`src/rtl/apple1_feeder_pkg.sv`:
```
// Shared encodings, ASCII constants and the bit-divisor helper for the
// Apple-1 UART feeder.
package apple1_feeder_pkg;

  // Receiver FSM encoding
  localparam logic [1:0] RX_IDLE  = 2'd0;
  localparam logic [1:0] RX_START = 2'd1;
  localparam logic [1:0] RX_DATA  = 2'd2;
  localparam logic [1:0] RX_STOP  = 2'd3;

  // Display handshake FSM encoding
  localparam logic [1:0] HS_IDLE    = 2'd0;
  localparam logic [1:0] HS_PRESENT = 2'd1;
  localparam logic [1:0] HS_RELEASE = 2'd2;

  // ASCII constants (CR is the terminal's newline and passes through untouched)
  localparam logic [6:0] CR          = 7'h0D;
  localparam logic [7:0] LF          = 8'h0A;
  localparam logic [7:0] DEL         = 8'h7F;
  localparam logic [6:0] LC_LO       = 7'h61;
  localparam logic [6:0] LC_HI       = 7'h7A;
  localparam logic [6:0] CASE_OFFSET = 7'h20;

  // Clock cycles per serial bit, rounded to nearest
  function automatic int calc_div(input int clk_hz, input int baud);
    return (clk_hz + baud / 2) / baud;
  endfunction

endpackage

```
`src/rtl/uart_rx.sv`:
```
// 8N1 serial receiver: input synchroniser, bit divisor, framing FSM.
// Emits a one-cycle byte_valid with data, or a one-cycle frame_err.
module uart_rx
  import apple1_feeder_pkg::*;
#(
  parameter int DIV = 217
) (
  input  logic       clk,
  input  logic       reset,
  input  logic       rx,
  output logic       byte_valid,
  output logic [7:0] data,
  output logic       frame_err
);

  localparam int CW   = $clog2(DIV) + 1;
  localparam int HALF = DIV / 2;

  logic          rx_meta;
  logic          rx_s;
  logic [1:0]    state;
  logic [CW-1:0] cnt;
  logic [2:0]    bit_idx;

  // Two-flop synchroniser; resets to the idle (high) line level
  always_ff @(posedge clk or posedge reset) begin
    if (reset) begin
      rx_meta <= 1'b1;
      rx_s    <= 1'b1;
    end else begin
      rx_meta <= rx;
      rx_s    <= rx_meta;
    end
  end

  // Framing FSM: mid-start check, eight LSB-first data samples, stop check
  // NOTE: every register here is updated with <= so all reads see the
  // pre-edge value; blocking assignments would create ordering hazards.
  always_ff @(posedge clk or posedge reset) begin
    if (reset) begin
      state      <= RX_IDLE;
      cnt        <= '0;
      bit_idx    <= '0;
      data       <= '0;
      byte_valid <= 1'b0;
      frame_err  <= 1'b0;
    end else begin
      byte_valid <= 1'b0;
      frame_err  <= 1'b0;
      case (state)
        RX_IDLE: begin
          cnt <= '0;
          if (!rx_s) state <= RX_START;
        end
        RX_START: begin
          if (cnt == CW'(HALF - 1)) begin
            cnt <= '0;
            if (!rx_s) begin
              state   <= RX_DATA;
              bit_idx <= '0;
            end else begin
              state <= RX_IDLE;   // too short to be a start bit
            end
          end else begin
            cnt <= cnt + 1'b1;
          end
        end
        RX_DATA: begin
          if (cnt == CW'(DIV - 1)) begin
            cnt     <= '0;
            data    <= {rx_s, data[7:1]};
            bit_idx <= bit_idx + 1'b1;
            if (bit_idx == 3'd7) state <= RX_STOP;
          end else begin
            cnt <= cnt + 1'b1;
          end
        end
        default: begin // RX_STOP
          if (cnt == CW'(DIV - 1)) begin
            cnt   <= '0;
            state <= RX_IDLE;
            if (rx_s) byte_valid <= 1'b1;
            else      frame_err  <= 1'b1;
          end else begin
            cnt <= cnt + 1'b1;
          end
        end
      endcase
    end
  end

endmodule

```
`src/rtl/apple1_uart_feeder.sv`:
```
// Serial-to-display feeder for the Apple-1 video terminal: receives host
// bytes, normalises them to the display character set, queues them and
// presents them one at a time with the DA / RDA_n handshake.
module apple1_uart_feeder
  import apple1_feeder_pkg::*;
#(
  parameter int CLK_HZ     = 25_000_000,
  parameter int BAUD       = 115_200,
  parameter int FIFO_DEPTH = 16
) (
  input  logic       clk,
  input  logic       reset,
  input  logic       rx,
  output logic [6:0] rd,
  output logic       da,
  input  logic       rda_n,
  output logic       fifo_full,
  output logic       overrun,
  output logic       frame_err
);

  localparam int AW = $clog2(FIFO_DEPTH);

  logic          rx_valid;
  logic [7:0]    rx_data;
  logic [7:0]    stripped;
  logic [6:0]    norm_char;
  logic          norm_keep;
  logic          push_req;
  logic          push;
  logic          pop;
  logic          fifo_empty;
  logic [AW:0]   wr_ptr;
  logic [AW:0]   rd_ptr;
  logic [AW:0]   wr_next;
  logic [AW:0]   rd_next;
  logic [AW:0]   cnt_next;
  logic [6:0]    mem [FIFO_DEPTH];
  logic          rda_meta;
  logic          rda_s;
  logic [1:0]    hs_state;

  uart_rx #(
    .DIV (calc_div(CLK_HZ, BAUD))
  ) u_rx (
    .clk        (clk),
    .reset      (reset),
    .rx         (rx),
    .byte_valid (rx_valid),
    .data       (rx_data),
    .frame_err  (frame_err)
  );

  // Normalise: strip bit 7, fold lowercase to uppercase, drop LF and DEL
  // NOTE: every output of this block gets a value before any condition,
  // so no latch can be inferred.
  always_comb begin
    stripped  = rx_data & 8'h7F;
    norm_char = stripped[6:0];
    if (norm_char >= LC_LO && norm_char <= LC_HI) norm_char = norm_char - CASE_OFFSET;
    norm_keep = (stripped != LF) && (stripped != DEL);
  end

  assign push_req   = rx_valid && norm_keep;
  assign push       = push_req && !fifo_full;
  assign fifo_empty = (wr_ptr == rd_ptr);
  assign pop        = (hs_state == HS_IDLE) && !fifo_empty;
  assign wr_next    = wr_ptr + (AW + 1)'(push);
  assign rd_next    = rd_ptr + (AW + 1)'(pop);
  // Occupancy never exceeds FIFO_DEPTH, so its top bit alone means full
  assign cnt_next   = wr_next - rd_next;

  // FIFO storage
  // NOTE: the data array is deliberately not reset; the pointers alone
  // decide which entries are valid.
  always_ff @(posedge clk) begin
    if (push) mem[wr_ptr[AW-1:0]] <= norm_char;
  end

  // FIFO pointers, registered full flag and overrun pulse
  always_ff @(posedge clk or posedge reset) begin
    if (reset) begin
      wr_ptr    <= '0;
      rd_ptr    <= '0;
      fifo_full <= 1'b0;
      overrun   <= 1'b0;
    end else begin
      wr_ptr    <= wr_next;
      rd_ptr    <= rd_next;
      fifo_full <= cnt_next[AW];
      overrun   <= push_req && fifo_full;
    end
  end

  // Acknowledge synchroniser; resets to the released (high) level
  always_ff @(posedge clk or posedge reset) begin
    if (reset) begin
      rda_meta <= 1'b1;
      rda_s    <= 1'b1;
    end else begin
      rda_meta <= rda_n;
      rda_s    <= rda_meta;
    end
  end

  // Handshake: load rd only on IDLE->PRESENT so it stays stable until re-armed
  always_ff @(posedge clk or posedge reset) begin
    if (reset) begin
      hs_state <= HS_IDLE;
      rd       <= '0;
      da       <= 1'b0;
    end else begin
      case (hs_state)
        HS_IDLE: begin
          if (!fifo_empty) begin
            rd       <= mem[rd_ptr[AW-1:0]];
            da       <= 1'b1;
            hs_state <= HS_PRESENT;
          end
        end
        HS_PRESENT: begin
          if (!rda_s) begin
            da       <= 1'b0;
            hs_state <= HS_RELEASE;
          end
        end
        default: begin // HS_RELEASE
          if (rda_s) hs_state <= HS_IDLE;
        end
      endcase
    end
  end

endmodule

```
`config.mk`:
```
export PLATFORM = sky130hd
export DESIGN_NAME = apple1_uart_feeder
export DESIGN_NICKNAME = d
export VERILOG_FILES = /design/src/rtl/apple1_feeder_pkg.sv /design/src/rtl/uart_rx.sv /design/src/rtl/apple1_uart_feeder.sv
export SDC_FILE = /design/constraint.sdc
export NUM_CORES = 1
export LEC_CHECK = 0
export ABC_AREA = 1
export BUFFER_PORTS_ARGS = -buffer_cell sky130_fd_sc_hd__buf_2
export CAP_MARGIN = 0
export CORE_MARGIN = 10
export CORE_UTILIZATION = 55
export CTS_BUF_LIST = sky130_fd_sc_hd__clkbuf_4 sky130_fd_sc_hd__clkbuf_8
export CTS_CLUSTER_SIZE = 30
export DETAILED_ROUTE_END_ITERATION = 8
export GPL_ROUTABILITY_DRIVEN = 0
export PLACE_DENSITY = 0.81
export SYNTH_ARGS = -nofsm -noshare
export SYNTH_HDL_FRONTEND = slang
export SYNTH_HIERARCHICAL = 1
export SYNTH_SLANG_ARGS = --single-unit
```
`constraint.sdc`:
```
create_clock -name clk -period 7.3 [get_ports clk]
set_input_delay 0.365 -clock clk [delete_from_list [all_inputs] [get_ports clk]]
set_output_delay 0.365 -clock clk [all_outputs]
set_load 0.01 [all_outputs]
```
After elaboration in Yosys (flattened, before gate mapping)
Memory sizes are Yosys's and may differ from the RTL's. A register that Yosys moved wholly into a read port is not among the register bits.
Cells that the tools add are included.
W data, S select, Z words.
{"block": "word_totals", "output_inout_bits": 11, "mem_bits_rw": 112, "ff_bits": 43, "memories": 1, "word_cells": 93, "input_bits": 4}
{"memory": "mem", "words": 16, "word_bits": 7, "rd": 1, "rd_ports_with_merged_regs": 1, "wr": 1, "line": "apple1_uart_feeder.sv:38", "text": "logic [6:0] mem [FIFO_DEPTH];"}
{"block": "op_classes", "n_mux": 30, "n_reduce_logical": 21, "addsub": 6, "n_eq_ne": 16, "n_lt_le_gt_ge": 2, "bitwise": 1}
{"operator": "$mux W2", "count": 9}
{"operator": "$mux W9", "count": 2}
{"operator": "$pmux W9 S2", "count": 1}
{"operator": "$add A5 B1 Y5", "count": 2}
{"operator": "$mux W1", "count": 10}
{"operator": "$add A9 B1 Y9 const B", "count": 1}
{"operator": "$eq A9 B7 Y1 const B", "count": 1}
{"operator": "$eq A9 B8 Y1 const B", "count": 1}
{"operator": "$mux W3", "count": 3}
{"operator": "$ne A2 B2 Y1 const B", "count": 4}
{"operator": "$ge A7 B7 Y1 const B", "count": 1}
{"operator": "$le A7 B7 Y1 const B", "count": 1}
{"operator": "$mux W7", "count": 1}
{"operator": "$ne A7 B4 Y1 const B", "count": 1}
{"operator": "$ne A7 B7 Y1 const B", "count": 1}
{"operator": "$sub A7 B6 Y7 const B", "count": 1}
{"operator": "$logic_and A1 B1 Y1", "count": 6}
{"operator": "$ne A2 B1 Y1 const B", "count": 3}
{"operator": "$pmux W2 S3", "count": 1}
{"operator": "$pmux W3 S2", "count": 1}
{"operator": "$reduce_and A3 Y1", "count": 2}
{"operator": "$reduce_bool A3 Y1", "count": 2}
{"operator": "$eq A5 B5 Y1", "count": 1}
{"operator": "$reduce_and A5 Y1", "count": 1}
{"operator": "14 further kinds", "count": 19}

Depth between registers and ports, before layout
Gate-level depths: netlist of the first run.
{"block": "depth", "word_depth": 6, "mapped_depth": 18, "mapped_depth_nobuf": 17}

By module
Netlist of the first run, hierarchy kept.
{"module": "apple1_uart_feeder", "area_each_um2": 6239.7, "seq_area_each_um2": 3966.3, "cells_per_inst": 658, "n_inst": 1}
{"module": "uart_rx", "area_each_um2": 1280.0, "seq_area_each_um2": 653.1, "cells_per_inst": 145, "n_inst": 1}

Worst setup path after synthesis of the first run
Ideal clock, no wire load.
{"block": "synth_timing", "path_kind": "register to register", "start": "register u_rx.data[3]", "end": "register fifo_full", "synth_period_minus_slack_ns": 2.603, "slack_ns": 4.697, "n_path_buf": 1, "path_stages_with_launch": 18, "required_time_ns": 7.184, "setup_ns": 0.116, "arrival_ns": 2.486, "path_cell_list": "dfrtp_1 > nand2_1 > inv_1 > nand2_1 > nor4_1 > nor2_1 > nand2_2 > buf_4 > inv_1 > ha_1 > ha_1 > ha_1 > o21ai_0 > nand2_1 > nand3_1 > nand2_1 > nand3_1 > nand2_1"}
{"block": "synth_via", "elab_chain_len": 6, "elab_cells_between_ends": 7, "classes_between": "add/sub (2); eq/ne (2); reduce/logical (3)"}
{"element": "start: declaration", "line": "uart_rx.sv:12", "text": "output logic [7:0] data,"}
{"element": "start signal: assignment", "line": "uart_rx.sv:71", "text": "data <= {rx_s, data[7:1]};"}
{"element": "$ne A7 B4 Y1 / $ne A7 B7 Y1 (equally long branches)", "line": "apple1_uart_feeder.sv:61", "text": "norm_keep = (stripped != LF) && (stripped != DEL);"}
{"element": "$logic_and A1 B1 Y1 (*)", "line": "apple1_uart_feeder.sv:61"}
{"element": "$logic_and A1 B1 Y1 (*)", "line": "apple1_uart_feeder.sv:64", "text": "assign push_req = rx_valid && norm_keep;"}
{"element": "$logic_and A1 B1 Y1 (*)", "line": "apple1_uart_feeder.sv:65", "text": "assign push = push_req && !fifo_full;"}
{"element": "$add A5 B1 Y5 (*)", "line": "apple1_uart_feeder.sv:68", "text": "assign wr_next = wr_ptr + (AW + 1)'(push);"}
{"element": "net wr_next[1]", "line": "apple1_uart_feeder.sv:35", "text": "logic [AW:0] wr_next;"}
{"element": "$sub A5 B5 Y5 (*)", "line": "apple1_uart_feeder.sv:71", "text": "assign cnt_next = wr_next - rd_next;"}
{"element": "net cnt_next[4]", "line": "apple1_uart_feeder.sv:37", "text": "logic [AW:0] cnt_next;"}
{"element": "end signal: assignment", "line": "apple1_uart_feeder.sv:90", "text": "fifo_full <= cnt_next[AW];"}
{"element": "end: declaration", "line": "apple1_uart_feeder.sv:17", "text": "output logic fifo_full,"}
Mark *: on every way through the listed nets, which the timed path passes. The rest lies on a longest branch.
A chain may end at the register's enable or synchronous reset.

Final worst setup path of the first run
{"block": "layout_timing", "start": "register rd_ptr[0]", "end": "register fifo_full"}
{"block": "layout_via", "elab_chain_len": 5}
{"element": "start: declaration", "line": "apple1_uart_feeder.sv:34", "text": "logic [AW:0] rd_ptr;"}
{"element": "start signal: assignment", "line": "apple1_uart_feeder.sv:89", "text": "rd_ptr <= rd_next;"}
{"element": "$eq A5 B5 Y1", "line": "apple1_uart_feeder.sv:66", "text": "assign fifo_empty = (wr_ptr == rd_ptr);"}
{"element": "$logic_not A1 Y1"}
{"element": "$logic_and A1 B1 Y1", "line": "apple1_uart_feeder.sv:67", "text": "assign pop = (hs_state == HS_IDLE) && !fifo_empty;"}
{"element": "net pop", "line": "apple1_uart_feeder.sv:31", "text": "logic pop;"}
{"element": "$add A5 B1 Y5", "line": "apple1_uart_feeder.sv:69", "text": "assign rd_next = rd_ptr + (AW + 1)'(pop);"}
{"element": "net rd_next[2]", "line": "apple1_uart_feeder.sv:36", "text": "logic [AW:0] rd_next;"}
{"element": "$sub A5 B5 Y5", "line": "apple1_uart_feeder.sv:71"}
{"element": "net cnt_next[4]", "line": "apple1_uart_feeder.sv:37"}
The timed path passes the listed nets, and every way through them passes these cells.

==> results.py, run 1 <==
metrics = {
    "setup_path": {
        "crit_arrival_ps": 3590,
        "worstRegToRegCells": 13,
        "start_kind": "register",
        "crit_required_ps": 7660,
        "slowest_delay_ps": 1090,
        "crit_fanout": 59,
        "reg2reg_setup_slack_ps": 4070,
        "crit_buf_inv": 2,
        "crit_family": "flip-flops",
        "reg2reg_to": "fifo_full",
        "end_kind": "register",
        "path_class": "reg2reg",
        "r2r-start": "rd_ptr[0]",
        "path_cells": "xnor2_1 -> nand3_1 -> o21ai_4 -> inv_2 -> ha_1 -> ha_1 -> xor2_1 -> inv_1 -> ha_1 -> nand3_1 -> nand2_1 -> nand3_1 -> nand2_1",
        "slowest_stage": "dfrtp_2",
    },
    "global_routing": {
        "grt_pass1_wl_mm": 25.19,
        "grt_max_degree": 60,
        "grt-ovfl-total": 0,
        "grt_pass1_vias": 4979,
        "antenna_found_initial": 0,
        "track_usage_pct": 17.53,
    },
    "clock_tree": {
        "clock-root-buffer": "clkbuf_8",
        "ctsHtreeMaxLevel": 4,
        "cts_tree": "built",
        "cts_buffers": 17,
        "clock_path_buffers": 2,
        "cts.clk_slew.worst_paths_ps": 90,
        "clock_latency_ps": 450,
        "cts.sinks": 162,
        "cts_setup_buffers": 0,
    },
    "route": {
        "firstDrtPassIters": 5,
        "drt-total-wl_mm": 15.55,
        "post_drt_wl_per_cell_um": 15.42,
        "drc": 0,
        "num_vias": 5228,
        "dr.first_iter.drc_count": 677,
        "viasPerCell": 5.187,
        "ant_nets": 0,
    },
    "run": {
        "drv_cap": 0,
    },
    "synthesis": {
        "synthArstFlopShare_pct": 30.86,
        "synth_seq_cells": 162,
        "syn_inst": 803,
        "synth_warnings": 6,
        "synth_cell_types": 35,
        "synth_edf_count": 112,
        "synth_seq_area_share_pct": 61.43,
        "syn_nets": 819,
        "synthesis.area_um2": 7520,
        "ys.flop_type": "edfxtp_1",
        "syn_avg_cell_area_um2": 9.365,
    },
    "layout": {
        "nFillCells": 1066,
        "diodes": 0,
        "stdcell_count": 1008,
        "multiInputGateArea_um2": 2196,
        "num-nets-final": 835,
        "syn2layout_area_growth_pct": 8.020,
        "regArea_um2": 4621,
        "drive_above_1_share_pct": 10.58,
    },
    "floorplanning": {
        "fp-row-count": 42,
        "core_area_um2": 13300,
        "io_pins": 15,
        "initial_core_util_pct": 56.56,
        "die_w_um": 136.9,
        "die_h_um": 136.9,
        "dieArea_um2": 18750,
    },
    "timing": {
        "post-route-min-period_ps": 3233,
        "maxSlewViolCount": 0,
        "clock.fmax_mhz": 309.3,
        "max_slew_margin_pct": 24.75,
        "period_share_pct": 44.29,
        "setup_viol": 0,
        "skew_ps": 11.87,
        "setup_tns_ps": 0,
        "worstMarginPinSlew_ps": 1129,
        "rsz0062_at_grt": "no",
        "timing_hold_violations_final": 0,
    },
    "power_and_ir_drop": {
        "powerDensity_nw_per_um2": 201.5,
        "power_leakage_uw": 0.003909,
        "vdd_drop_max_mv": 0.1063,
    },
    "placed_design": {
        "dp_cells": 974,
        "dp_hpwl_mm": 9.823,
        "numPortBuffers": 14,
    },
    "run_status": {
        "outcome": "complete, no violations",
    },
    "hold_path": {
        "hp-class": "in2async",
    },
}
## layout make-up
cell class	instances	share of cell area, %
Clock buffer	17	2.880
Clock inverter	15	2.126
Inverter	153	7.070
Multi-Input combinational cell	467	27.03
Sequential cell	162	56.89
Tap cell	176	2.711
Timing Repair Buffer	18	1.294
## metal layers
metal / vias up / wire [um] / track usage, %
li1: 2553 / - / -
met1: 2413 / 6153 / 21.64
met2: 212 / 7624 / 28.37
met3: 50 / 1178 / 3.922
met4: 0 / 592 / 8.899
met5: - / 0 / 0
## timing repair
item / 4_1_cts / 5_1_grt
setup endpoints to repair: 0 / 0
hold buffers: 2 / 0
endpoints found under the hold margin: 2 / 0
gates resized for setup: 0 / 0
## registers in the layout, summed over array words and instances (netlist names)
| name | flops |
|---|---|
| da | 1 |
| mem | 112 |
| u_rx/cnt | 9 |
| u_rx/rx_s | 1 |
| wr_ptr | 5 |
| rda_meta | 1 |
| rd_ptr | 5 |
| u_rx/byte_valid | 1 |
| overrun | 1 |
| u_rx/bit_idx | 3 |
| u_rx/state | 2 |
| hs_state | 2 |
| u_rx/data | 8 |
| u_rx/rx_meta | 1 |
| u_rx/frame_err | 1 |
| rda_s | 1 |
| fifo_full | 1 |
| rd | 7 |
## how the worst max path moves through the flow
stage,from,end,cells after the start,slack [ps]
2_1_floorplan,u_rx/data[3],fifo_full,17,4700
3_3_place_gp,rd_ptr[0],fifo_full,13,4140
3_5_place_dp,rd_ptr[0],fifo_full,13,4030
4_1_cts,rd_ptr[0],fifo_full,13,4020
5_1_grt,rd_ptr[0],fifo_full,13,3770
6_report,rd_ptr[0],fifo_full,13,4070
## placed cells by master, fill, tap and decap left out, drive strengths merged, types with 3 or more instances in the layout
cell    instances
clkinv          6
xor2            6
dfstp           4
o21ai          14
clkbuf         17
nand3          85
dfrtp          46
inv           159
nor4            3
edfxtp        112
nor2           54
buf            16
a21oi           8
nor3            5
xnor2           5
nand2         266
ha             12
## report_power, final
part	leakage (uW)	switching, uW	internal, uW
combinational	0.00227	6.23	1.66
clock	0.000204	341	313
sequential	0.00144	0.905	974
## worst register-to-register path, stage by stage (launching register included)
cell	delay, ps
dfrtp_2	1090
xnor2_1	200
nand3_1	150
o21ai_4	300
inv_2	130
ha_1	250
ha_1	220
xor2_1	180
inv_1	70
ha_1	280
nand3_1	80
nand2_1	60
nand3_1	80
nand2_1	50
## metrics by stage
step | area (um^2) | total power, uW | setup slack, ps | hold WS, ps | utilization [%]
detailed placement | 7696 | 1003 | 4027 | 356.0 | 57.89
global placement | 7696 | 1002 | 4141 | 347.1 | 57.89
finish | 8123 | 1637 | 4067 | 95.12 | 61.10
global route | 8123 | 1692 | 3767 | 164.3 | 61.10
floorplan | 7520 | 999.8 | 4697 | 345.2 | -
CTS | 8123 | 1651 | 4021 | 108.2 | 61.10
## synthesized netlist by cell type (6+ instances only)
cell type  number  area (um^2)
buf_2           8        40.04
buf_4           7        52.55
dfrtp_1        46         1151
edfxtp_1      112         3363
ha_1           12        150.1
inv_1         143        536.8
inv_2          10        37.54
nand2_1       261        979.7
nand3_1        84        420.4
nor2_1         50        187.7
o21ai_0         7        35.03
o21ai_2         6        52.55
xor2_1          6        52.55
## logic make-up (layout without fill, tap and decap cells)
group,after synthesis,in the layout,synth area share (%)
compound gates,25,25,2.396
xor+xnor,11,11,1.281
simple gates,419,419,23.43
fa+ha+maj,12,12,1.997
buf+inv,174,203,9.468
flops,162,162,61.43
(Power assumes the default switching activity.)
==> run 2, diff against run 1 <==
Settings changed: PLACE_DENSITY 0.81 to 0.84.
Clock period 7.3 ns to 2.85 ns, I/O delays scaled along.
==> run 2 against run 1 <==
Compared with the run above: maximum frequency is 23% higher; critical path depth stayed put; register-to-register slack worse by 3900 ps; design area is 1.0% higher; sequential share of layout area is 0.59 points lower; utilization is 0.64 points higher; first-iteration DRC count is 42% lower; clock power is 140% higher; die area stayed put; count of clock-buffer cells in the layout is 6 higher; critical path type unchanged; largest cell class unchanged.
==> results.py, run 2 (same netlist as run 1, synthesis figures left out) <==
metrics = {
    "placed_design": {
        "dp_hpwl_mm": 10.08,
        "dp_slack_ps": 283.7,
        "numPortBuffers": 14,
        "dp_cells": 988,
    },
    "setup_path": {
        "reg2reg_to": "fifo_full",
        "slowest_stage": "dfrtp_1",
        "path_cells": "xnor2_1 -> nand3_1 -> o21ai_4 -> inv_2 -> ha_1 -> ha_1 -> xor2_1 -> inv_1 -> ha_1 -> a21oi_1 -> nand2_1 -> nand3_1 -> nand2_1",
        "r2r-start": "wr_ptr[2]",
        "worstRegToRegCells": 13,
        "start_kind": "register",
        "crit_required_ps": 3200,
        "path_class": "reg2reg",
        "cp.depth": 13,
        "end_kind": "register",
        "crit_buf_inv": 2,
        "crit_start": "wr_ptr[2]",
        "setup.worst_path.end": "fifo_full",
        "crit_family": "adder cells",
        "slowest_delay_ps": 470,
        "crit_path_frequent_cell": "ha_1",
        "reg2reg_setup_slack_ps": 210,
        "crit_arrival_ps": 2990,
        "crit_fanout": 10,
    },
    "layout": {
        "mostFrequentLayoutCell": "nand2_1",
        "syn2layout_area_growth_pct": 9.151,
        "diodes": 0,
        "fin_util_pct": 61.74,
        "largest_register_ffs": 112,
        "drive_above_1_share_pct": 11.92,
        "final_cell_mix": "nand2_1, inv_1, edfxtp_1",
        "nFillCells": 1043,
        "num-nets-final": 850,
        "stdcell_count": 1023,
    },
    "floorplanning": {
        "core_area_um2": 13300,
        "dieArea_um2": 18750,
        "io_pins": 15,
        "die_h_um": 136.9,
        "die_w_um": 136.9,
        "initial_core_util_pct": 56.56,
        "fp-row-count": 42,
    },
    "clock_tree": {
        "clock_path_buffers": 2,
        "cts_setup_buffers": 0,
        "clock-root-buffer": "clkbuf_8",
        "cts_buffers": 17,
        "ctsHtreeMaxLevel": 4,
        "cts.sinks": 162,
        "cts.clk_slew.worst_paths_ps": 80,
        "cts_tree": "built",
        "clock_latency_ps": 460,
    },
    "route": {
        "ant_nets": 0,
        "drt-total-wl_mm": 15.57,
        "viasPerCell": 5.127,
        "firstDrtPassIters": 5,
        "drc": 0,
        "dr.first_iter.drc_count": 394,
        "post_drt_wl_per_cell_um": 15.22,
        "num_vias": 5245,
    },
    "timing": {
        "setup_viol": 0,
        "fin_ws_ps": 210.6,
        "rsz0062_at_grt": "no",
        "skew_ps": 13.57,
        "max_slew_margin_pct": 36.23,
        "maxSlewViolCount": 0,
        "timing_hold_violations_final": 0,
        "period_share_pct": 92.61,
        "setup_tns_ps": 0,
        "clock.fmax_mhz": 378.9,
        "worstMarginPinSlew_ps": 955.6,
        "post-route-min-period_ps": 2639,
    },
    "power_and_ir_drop": {
        "vdd_drop_max_mv": 0.2880,
        "p_total_uw": 4119,
        "power_leakage_uw": 0.003973,
        "powerDensity_nw_per_um2": 501.8,
    },
    "global_routing": {
        "grt_pass1_wl_mm": 25.12,
        "antenna_found_initial": 0,
        "track_usage_pct": 17.35,
        "grt-ovfl-total": 0,
        "grt_max_degree": 57,
        "grt_pass1_vias": 5204,
    },
    "run_status": {
        "outcome": "complete, no violations",
    },
    "hold_path": {
        "hp-class": "in2reg",
        "holdCritStartpoint": "rda_n",
    },
    "run": {
        "drv_cap": 0,
    },
}
## run 2: layer usage
metal | part of all wire [%] | wire length [um] | vias to the layer above | GRT usage (%)
met4 | 2.6 | 408 | 0 | 8.607
met2 | 52 | 8133 | 173 | 30.83
li1 | - | - | 2571 | -
met3 | 5.2 | 810 | 41 | 3.959
met5 | 0 | 0 | - | 0
met1 | 40 | 6213 | 2460 | 19.06
## run 2: where the power goes
part / internal, uW / total, uW / switching (uW) / leakage (uW)
Sequential: 2500 / 2500 / 1.94 / 0.00144
Combinational: 5.13 / 21.1 / 15.9 / 0.00233
Clock: 798 / 1600 / 803 / 0.000199
Total: 3300 / 4120 / 821 / 0.00397
## run 2: area by class of cell
cell class	instances	area, um^2	share of cell area [%]
Sequential cell	162	4621	56.30
Timing Repair Buffer	33	220.2	2.683
Inverter	153	574.3	6.997
Tap cell	176	220.2	2.683
Multi-Input combinational cell	467	2188	26.66
Clock inverter	9	80.08	0.9756
Clock buffer	23	304.0	3.704
## run 2: what timing repair did
item                                   in CTS  in global routing
endpoints found under the hold margin      48                  0
gates resized for setup                     0                  0
hold buffers                                3                  0
## run 2: per-stage QoR
stage / hold slack [ps] / area (um^2)
floorplan: 147.0 / 7520
global placement: 247.3 / 7794
detailed placement: 249.4 / 7794
CTS: 297.8 / 8208
global route: 311.9 / 8208
finish: 333.0 / 8208
## run 2: how the worst min path moves through the flow
stage | to | cells after the start
floorplan | rda_meta | 0
global placement | rda_meta | 1
detailed placement | rda_meta | 1
CTS | rda_meta | 2
global route | rda_meta | 2
finish | rda_meta | 2
==> run 3, diff against run 2 <==
Settings changed: SKIP_LAST_GASP from default to 1, SLEW_MARGIN from default to 10, SYNTH_HIERARCHICAL 1 to default.
==> run 3 against run 2 <==
Compared with the run above: power rose by 7.4%; die area decreased by 1.6%; maximum frequency up 7.6%; clock power rose by 19%; non-clock buffer count increased by 1; sequential power about the same; sequential share of layout area grew 0.35 points; wire length fell by 2.4%; design area down 0.61%; count of clock-buffer cells in the layout is 6 lower; via count is essentially flat; critical endpoint unchanged; largest power group unchanged; highest routed layer unchanged.
==> results.py, run 3 <==
metrics = {
    "floorplanning": {
        "io_pins": 15,
        "fp-row-count": 42,
        "die_w_um": 135.8,
        "dieArea_um2": 18450,
        "core_area_um2": 13190,
        "initial_core_util_pct": 55.94,
        "die_h_um": 135.8,
    },
    "placed_design": {
        "dp_hpwl_mm": 9.859,
        "numPortBuffers": 14,
        "dpl_cell_area_um2": 7669,
        "dp_cells": 968,
    },
    "route": {
        "viasPerCell": 5.226,
        "post_drt_wl_per_cell_um": 15.14,
        "drc": 0,
        "dr.first_iter.drc_count": 472,
        "firstDrtPassIters": 5,
        "num_vias": 5242,
        "ant_nets": 0,
        "drt-total-wl_mm": 15.19,
    },
    "layout": {
        "final_cell_mix": "nand2_1, inv_1, edfxtp_1",
        "fin_area_um2": 8158,
        "drive_above_1_share_pct": 10.16,
        "diodes": 0,
        "stdcell_count": 1003,
        "num-nets-final": 830,
        "multiInputGateArea_um2": 2118,
        "regArea_um2": 4621,
        "mostFrequentLayoutCell": "nand2_1",
        "largest_register_ffs": 112,
        "syn2layout_area_growth_pct": 10.56,
        "nFillCells": 1007,
        "fin_util_pct": 61.85,
    },
    "timing": {
        "post-route-min-period_ps": 2453,
        "timing_hold_violations_final": 0,
        "worstMarginPinSlew_ps": 1031,
        "clock.fmax_mhz": 407.6,
        "rsz0062_at_grt": "no",
        "setup_viol": 0,
        "period_share_pct": 86.08,
        "skew_ps": 16.76,
        "max_slew_margin_pct": 31.16,
        "maxSlewViolCount": 0,
        "setup_tns_ps": 0,
    },
    "synthesis": {
        "synthesis.area_um2": 7378,
        "synth_seq_cells": 162,
        "ys.flop_type": "edfxtp_1",
        "syn_inst": 787,
        "synthArstFlopShare_pct": 30.86,
        "synth_seq_area_share_pct": 62.61,
        "yosysMostFrequentCell": "nand2_1",
        "synth_cell_types": 36,
        "synth_area_leader_cell": "edfxtp_1",
        "synth_commonest_cells": "nand2_1, inv_1, edfxtp_1, nand3_1, dfrtp_1",
        "syn_avg_cell_area_um2": 9.375,
        "synth_warnings": 0,
        "synth_top_area_share_pct": 45.58,
        "synth_edf_count": 112,
        "syn_nets": 803,
        "synthTopCellsByArea": "edfxtp_1, dfrtp_1, nand2_1, nand3_1, inv_1",
    },
    "hold_path": {
        "whs_path_depth": 2,
        "hp-class": "in2reg",
        "holdCritStartpoint": "rx",
        "hold_end": "u_rx.rx_meta",
    },
    "setup_path": {
        "end_kind": "register",
        "r2r-start": "wr_ptr[2]",
        "crit_arrival_ps": 2820,
        "crit_fanout": 9,
        "reg2reg_setup_slack_ps": 400,
        "start_kind": "register",
        "path_class": "reg2reg",
        "crit_required_ps": 3220,
        "reg2reg_to": "fifo_full",
        "worstRegToRegCells": 17,
    },
    "clock_tree": {
        "cts.clk_slew.worst_paths_ps": 90,
        "cts_hold_buf": 3,
        "ctsHtreeMaxLevel": 4,
        "clock-root-buffer": "clkbuf_8",
        "clock_path_buffers": 2,
        "cts_tree": "built",
        "cts_buffers": 17,
        "cts.sinks": 162,
        "cts_resized": 0,
        "cts_setup_buffers": 0,
        "clock_latency_ps": 470,
    },
    "run_status": {
        "outcome": "complete, no violations",
    },
    "run": {
        "drv_cap": 0,
    },
    "global_routing": {
        "antenna_found_initial": 0,
        "grt_pass1_vias": 5039,
        "grt_max_degree": 57,
        "grt-ovfl-total": 0,
        "grt_pass1_wl_mm": 24.57,
        "track_usage_pct": 17.20,
    },
    "power_and_ir_drop": {
        "powerDensity_nw_per_um2": 542.1,
        "vdd_drop_max_mv": 0.3482,
        "power_leakage_uw": 0.003872,
        "p_total_uw": 4422,
    },
}
-- run 3: worst max path at each step --
stage,from,endpoint,slack (ps),cells after the start
after floorplan,u_rx.data[3],fifo_full,290,16
after global placement,wr_ptr[2],fifo_full,480,17
after detailed placement,wr_ptr[2],fifo_full,410,17
after CTS,wr_ptr[2],fifo_full,400,17
after global routing,hs_state[1],fifo_full,170,14
final,wr_ptr[2],fifo_full,400,17
-- run 3: logic make-up (layout without fill, tap and decap cells) --
kind of cell | count (synthesis) | after routing | synth area share, %
DFF | 162 | 162 | 62.61
AOI/OAI and AO/OA | 27 | 27 | 2.137
buffers and inverters | 162 | 202 | 8.682
and+or+nand+nor | 418 | 418 | 23.83
xor gates and xnor gates | 6 | 6 | 0.7122
adders and majority gates | 12 | 12 | 2.035
-- run 3: routing by layer --
metal  track usage (%)  wire, um
met1             20.14      6127
met2             28.51      7531
met4             9.211       548
met3             4.354       982
met5                 0         0
-- run 3: where the power goes --
part | switching [uW] | total [uW] | internal, uW | leakage, uW
registers | 2.21 | 2500 | 2500 | 0.00144
logic | 15.4 | 20.1 | 4.67 | 0.00220
clock network | 852 | 1910 | 1050 | 0.000236
-- run 3: final cells by class --
class                   instances  area share [%]
inverters                     136           6.273
flip-flops and latches        162           56.64
multi-input cells             463           25.97
repair buffers                 34           2.791
clock inverters                15           2.761
well taps                     176           2.699
clock buffers                  17           2.868
-- run 3: stage by stage --
step / hold WS, ps / setup slack, ps
2_1_floorplan: 147.0 / 291.8
3_3_place_gp: 247.1 / 475.1
3_5_place_dp: 249.1 / 413.2
4_1_cts: 289.6 / 402.6
5_1_grt: 301.7 / 165.4
6_report: 328.1 / 396.7
-- run 3: critical path, stage by stage, from the launching register on --
cell and delay [ps]:
dfrtp_1 470, inv_2 80, nand2_1 50, a21oi_1 140
nand2_1 130, nor2_2 140, nor2_4 80, ha_1 210
nand3_1 110, nor2_1 70, inv_1 80, nand2_1 70
ha_1 310, a21o_1 180, inv_1 40, nand2_1 60
nand3_1 80, nand2_1 50
